## config.mk

```make
export PLATFORM = sky130hd
export DESIGN_NAME = cpu_trace_buffer
export DESIGN_NICKNAME = d
export VERILOG_FILES = /design/src/rtl/cpu_trace_buffer.sv
export SDC_FILE = /design/constraint.sdc
export NUM_CORES = 2
export LEC_CHECK = 0
export ABC_AREA = 0
export BUFFER_PORTS_ARGS = -buffer_cell sky130_fd_sc_hd__clkbuf_2
export CAP_MARGIN = 30
export CORE_UTILIZATION = 40
export CTS_CLUSTER_SIZE = 25
export DETAILED_ROUTE_END_ITERATION = 10
export HOLD_SLACK_MARGIN = 0.03
export REMOVE_ABC_BUFFERS = 1
export SLEW_MARGIN = 40
export SYNTH_ARGS = -nofsm -noshare
export SYNTH_HDL_FRONTEND = slang
export SYNTH_SLANG_ARGS = --single-unit
```

## constraint.sdc

```tcl
create_clock -name clk -period 8.5 [get_ports clk]
set_input_delay 0.85 -clock clk [delete_from_list [all_inputs] [get_ports clk]]
set_output_delay 0.85 -clock clk [all_outputs]
set_load 0.1 [all_outputs]
```

## src/rtl/cpu_trace_buffer.sv

```systemverilog
// Commit-trace capture buffer: records {pc, instr, x31} on every new pc,
// freezes on a pc self-loop (halt) or on stop, then drains oldest-first.
// Ports: clk, reset (async, active-low), arm, stop, pc, instr, x31,
//   rd_valid/rd_ready handshake with rd_pc, rd_instr, rd_x31 entry fields,
//   count, total, wrapped, halted and state status outputs.
// Optional macro TRACE_TIMESTAMP_EN adds rd_time and a per-entry cycle stamp.
module cpu_trace_buffer #(
   parameter int XLEN        = 32,
   parameter int DEPTH       = 16,
   parameter int HALT_CYCLES = 4
) (
   input  logic                    clk,
   input  logic                    reset,
   input  logic                    arm,
   input  logic                    stop,
   input  logic [XLEN-1:0]         pc,
   input  logic [XLEN-1:0]         instr,
   input  logic [XLEN-1:0]         x31,
   output logic                    rd_valid,
   input  logic                    rd_ready,
   output logic [XLEN-1:0]         rd_pc,
   output logic [XLEN-1:0]         rd_instr,
   output logic [XLEN-1:0]         rd_x31,
`ifdef TRACE_TIMESTAMP_EN
   output logic [31:0]             rd_time,
`endif
   output logic [$clog2(DEPTH):0]  count,
   output logic [31:0]             total,
   output logic                    wrapped,
   output logic                    halted,
   output logic [1:0]              state
);

   localparam int AW = $clog2(DEPTH);
   localparam int CW = AW + 1;

   typedef enum logic [1:0] {
      IDLE    = 2'd0,
      CAPTURE = 2'd1,
      FROZEN  = 2'd2
   } state_t;

   state_t          st;
   logic            first;
   logic [XLEN-1:0] last_pc;
   logic [31:0]     stuck;
   logic [AW-1:0]   wr_ptr;
   logic [AW-1:0]   rd_ptr;

   logic [XLEN-1:0] mem_pc    [DEPTH];
   logic [XLEN-1:0] mem_instr [DEPTH];
   logic [XLEN-1:0] mem_x31   [DEPTH];

   logic            cap;
   logic            qual;
   logic [31:0]     stuck_inc;
   logic            halt_hit;
   logic            full;
   logic            pop;

   assign state     = st;
   assign cap       = (st == CAPTURE);
   // the first capture cycle always records, even if pc matches stale last_pc
   assign qual      = cap && (first || (pc != last_pc));
   assign stuck_inc = stuck + 32'd1;
   assign halt_hit  = cap && !qual && (stuck_inc == 32'(HALT_CYCLES));
   assign full      = (count == CW'(DEPTH));
   assign pop       = rd_valid && rd_ready;

   assign rd_valid  = (st == FROZEN) && (count != '0);
   assign rd_pc     = rd_valid ? mem_pc[rd_ptr]    : '0;
   assign rd_instr  = rd_valid ? mem_instr[rd_ptr] : '0;
   assign rd_x31    = rd_valid ? mem_x31[rd_ptr]   : '0;

`ifdef TRACE_TIMESTAMP_EN
   logic [31:0] tstamp;
   logic [31:0] mem_time [DEPTH];
   assign rd_time = rd_valid ? mem_time[rd_ptr] : '0;

   always_ff @(posedge clk or negedge reset) begin
      if (!reset)
         tstamp <= '0;
      else if (st == IDLE && arm)
         tstamp <= '0;
      else if (cap)
         tstamp <= tstamp + 32'd1;
   end

   always_ff @(posedge clk) begin
      if (qual)
         mem_time[wr_ptr] <= tstamp;
   end
`endif

   // storage has no reset; contents are only visible through rd_valid
   always_ff @(posedge clk) begin
      if (qual) begin
         mem_pc[wr_ptr]    <= pc;
         mem_instr[wr_ptr] <= instr;
         mem_x31[wr_ptr]   <= x31;
      end
   end

   always_ff @(posedge clk or negedge reset) begin
      if (!reset) begin
         st      <= IDLE;
         first   <= 1'b0;
         last_pc <= '0;
         stuck   <= '0;
         wr_ptr  <= '0;
         rd_ptr  <= '0;
         count   <= '0;
         total   <= '0;
         wrapped <= 1'b0;
         halted  <= 1'b0;
      end else begin
         unique case (st)
            IDLE: begin
               if (arm) begin
                  count   <= '0;
                  total   <= '0;
                  wrapped <= 1'b0;
                  halted  <= 1'b0;
                  wr_ptr  <= '0;
                  rd_ptr  <= '0;
                  stuck   <= '0;
                  first   <= 1'b1;
                  st      <= CAPTURE;
               end
            end
            CAPTURE: begin
               if (qual) begin
                  wr_ptr  <= wr_ptr + AW'(1);
                  last_pc <= pc;
                  stuck   <= '0;
                  first   <= 1'b0;
                  if (total != '1)
                     total <= total + 32'd1;
                  // full: the write lands on the oldest slot
                  if (full) begin
                     rd_ptr  <= rd_ptr + AW'(1);
                     wrapped <= 1'b1;
                  end else begin
                     count <= count + CW'(1);
                  end
               end else begin
                  stuck <= stuck_inc;
               end
               if (halt_hit) begin
                  halted <= 1'b1;
                  st     <= FROZEN;
               end else if (stop) begin
                  st <= FROZEN;
               end
            end
            FROZEN: begin
               if (count == '0) begin
                  st <= IDLE;
               end else if (pop) begin
                  rd_ptr <= rd_ptr + AW'(1);
                  count  <= count - CW'(1);
                  if (count == CW'(1))
                     st <= IDLE;
               end
            end
            default: st <= IDLE;
         endcase
      end
   end

endmodule

```

==> flow_metrics.env <==
export IMPL_fp_dieArea_mm2=0.164
export IMPL_crit_type="register to output pin"
export IMPL_critPathArrivalTime_ns=4.35
export IMPL_worstSetupStartpointType="register"
export IMPL_fp_row_count=147
export IMPL_tightest_slew_ns=0.863
export IMPL_htreeDepth=4
export IMPL_drtAntennaViolNets=0
export IMPL_drt_pass1_iterations=5
export IMPL_drtIter0Drc=2517
export IMPL_routedWlPerCell_um=26.5
export IMPL_nFillCells=13444
export IMPL_rsz0062_at_grt="no"
export IMPL_cts_clk_slew_worst_paths_ns=0.06
export IMPL_cts_buffers=171
export IMPL_grt_max_degree=96
export IMPL_antenna_found_initial=25
export IMPL_synth_area_mm2=0.0648
export IMPL_synth_simple_area_share_pct=3.86
export IMPL_sw_frac_of_total_pct=30.1
export IMPL_p_seq_share_pct=42.0
export IMPL_cts_root_buffer="clkbuf_16"
export IMPL_synth_seq_cells=1650
export IMPL_dieHeight_um=405
export IMPL_synth_top_area_share_pct=71.1
export IMPL_place_congestion=0.765
export IMPL_slew_viol_final=0
export IMPL_fmax_mhz=192
export IMPL_synth_compound_area_share_pct=1.62
export IMPL_cts_sink_count=1650
export IMPL_setup_violations_final=0
export IMPL_vias_per_cell=5.51
export IMPL_tns_ns=0
export IMPL_fin_crit_ns=5.20
export IMPL_cts_tree="done"
export IMPL_yosysWarnings=0
export IMPL_synthArstFlopShare_pct=6.91
export IMPL_final_cell_mix="1,536 x edfxtp_1, 480 x mux4_2, 237 x clkbuf_2"
export IMPL_clkPwrFrac_pct=32.2
export IMPL_num_vias=31253
export IMPL_min_to="state[0]$_DFFE_PN0P_"
export IMPL_path_max_fanout=30
export IMPL_synthXorXnorAreaFrac_pct=0.689
export IMPL_layout_drive_gt1_share_pct=30.3
export IMPL_synth_area_mux_share_pct=16.8
export IMPL_fin_area_mm2=0.0745
export IMPL_cts_hold_fix_buffers=0
export IMPL_p_leak_uw=0.0242
export IMPL_cts_setup_buffers=0
export IMPL_overflow=0
export IMPL_grt_pass1_vias=32729
export IMPL_fin_skew_ns=0.0479
export IMPL_crit_required_ns=7.65
export IMPL_clk_path_buf_depth=3
export IMPL_r2r_end="mem_pc[6][20]$_DFFE_PP_"
export IMPL_synth_area_per_cell_um2=21.2
export IMPL_clk_latency_ns=0.81
export IMPL_intPower_uw=15900
export IMPL_synth_edf_count=1536
export IMPL_timing_final_crit_share_pct=61.1
export IMPL_status="completed"
export IMPL_hold_start="stop"
export IMPL_end_kind="output pin"
export IMPL_timing_final_hold_violations=0
export IMPL_rr_worst_depth=10
export IMPL_power_density_mw_per_mm2=305
export IMPL_dp_hpwl_um=81400
export IMPL_area_growth_pct=15.0
export IMPL_place_area_mm2=0.0689
export IMPL_switching_power_uw=6830
export IMPL_post_cts_resized=0
export IMPL_fin_nets=3481
export IMPL_hold_depth=3
export IMPL_drc=0
export IMPL_synth_top_cell_by_area="edfxtp_1"
export IMPL_drv_cap=0
export IMPL_r2r_slack_ns=3.59
export IMPL_synth_seq_area_share_pct=75.6
export IMPL_hold_class="input pin to register"
export IMPL_synth_area_top_cells="edfxtp_1 71%, mux4_2 17%, dfrtp_1 4.4%"
export IMPL_synth_main_ff_cell="edfxtp_1"
export IMPL_core_area_mm2=0.161
export IMPL_start_util_pct=40.3
export IMPL_peakVddDrop_mv=0.276
export IMPL_combPwrFrac_pct=25.8
export IMPL_portBuffers=238
export IMPL_mostFrequentLayoutCell="edfxtp_1"
export IMPL_synth_top_family_by_area="multiplexers"
export IMPL_grt_first_pass_wirelength_um=222000
export IMPL_drt_total_wl_um=150000
export IMPL_syn_instance_count=3054
export IMPL_die_width_um=405
export IMPL_io_pins=239
export IMPL_synth_adder_area_share_pct=0.290
export IMPL_rr_startpoint="last_pc[14]$_DFFE_PN0P_"
export IMPL_slew_headroom_pct=42.4
export IMPL_grtUsageTotal_pct=18.6
export IMPL_ys_types=65
==> worst max-delay path: stages (launching register included) <==
cell,delay (ns)
dfrtp_4,0.61
buf_4,0.57
buf_4,0.60
mux4_2,0.57
mux4_2,0.55
and3_1,0.21
clkbuf_2,0.36
==> worst max-delay path by stage <==
stage,start,end
6_report,rd_ptr[0]$_DFFE_PN0P_,rd_instr[17]
5_1_grt,rd_ptr[0]$_DFFE_PN0P_,rd_instr[17]
2_1_floorplan,rd_ptr[0]$_DFFE_PN0P_,rd_instr[0]
3_3_place_gp,pc[21],mem_pc[6][17]$_DFFE_PP_
4_1_cts,rd_ptr[0]$_DFFE_PN0P_,rd_instr[17]
3_5_place_dp,pc[21],mem_pc[6][17]$_DFFE_PP_
==> cell usage after synthesis, drive strengths merged, types with 2 or more instances <==
cell type / number
a2111o: 2
a211oi: 2
a21o: 3
a21oi: 27
a22oi: 3
a31o: 2
a31oi: 8
a41oi: 2
and2: 4
and3: 113
and4: 5
buf: 38
clkbuf: 132
dfrtp: 114
edfxtp: 1536
ha: 15
inv: 35
mux2: 5
mux4: 480
nand2: 134
nand2b: 14
nand3: 42
nand4: 22
nor2: 69
nor2b: 11
nor3: 23
nor4: 26
o2111ai: 5
o211ai: 5
o21ai: 64
o221ai: 2
o22ai: 7
o311ai: 2
o31a: 2
o31ai: 15
o41ai: 5
or3: 9
or4: 6
xnor2: 45
xor2: 6
==> metal layers <==
metal | track usage, % | wire, um | share of wire (%) | vias to the layer above
li1 | - | - | - | 13398
met1 | 26.2 | 65300 | 44 | 16721
met2 | 29.2 | 71600 | 48 | 872
met3 | 4.25 | 9760 | 6.5 | 232
met4 | 4.96 | 3120 | 2.1 | 30
met5 | 0 | 207 | 0.14 | -
==> cell families (layout without fill, tap and decap cells) <==
| logic type | Yosys count | count (layout) |
|---|---|---|
| fa+ha+maj | 15 | 15 |
| mux | 486 | 486 |
| simple gates | 482 | 482 |
| flops | 1650 | 1650 |
| xor+xnor | 51 | 51 |
| compound gates | 165 | 165 |
| buf+inv | 205 | 653 |
| other cells | 0 | 7 |
==> cell type report <==
cell class              count  area (um2)  share of cell area, %
clock inverters            83         866                   1.16
flip-flops and latches   1650       49000                   65.7
multi-input cells        1199       15200                   20.4
diodes                      7        17.5                 0.0235
repair buffers            308        1960                   2.63
well taps                2160        2700                   3.63
clock buffers             227        4620                   6.19
inverters                  35         144                  0.193
==> flip-flops by register name, summed over array words and instances, names as in the netlist, 2 cells and up <==
name,cells
mem_pc,512
rd_ptr,4
mem_x31,512
state,2
wr_ptr,4
mem_instr,512
stuck,32
total,32
last_pc,32
count,5
==> metrics by stage <==
step           total power [uW]  hold WS [ns]  instances  util (%)  worst slack, ns
6_report                  22700         0.371       5669      46.4             3.30
5_1_grt                   23600         0.352       5664      46.3             3.04
4_1_cts                   23000        0.0725       5658      46.3             2.65
3_5_place_dp              15700         0.485       5348      42.9             2.76
3_3_place_gp              15600         0.473       5344      42.8             2.59
2_1_floorplan             14700         0.451       2884         -            -8.84
==> power groups by stage <==
stage                     clock network [uW]  logic (uW)  registers (uW)
final                                   7320        5860            9540
after global routing                    7770        6280            9570
after CTS                               7480        5950            9580
after detailed placement                   0        5940            9740
after global placement                     0        5820            9790
after floorplan                            0        4530           10200
No activity file was read; power rests on OpenSTA's default activity.
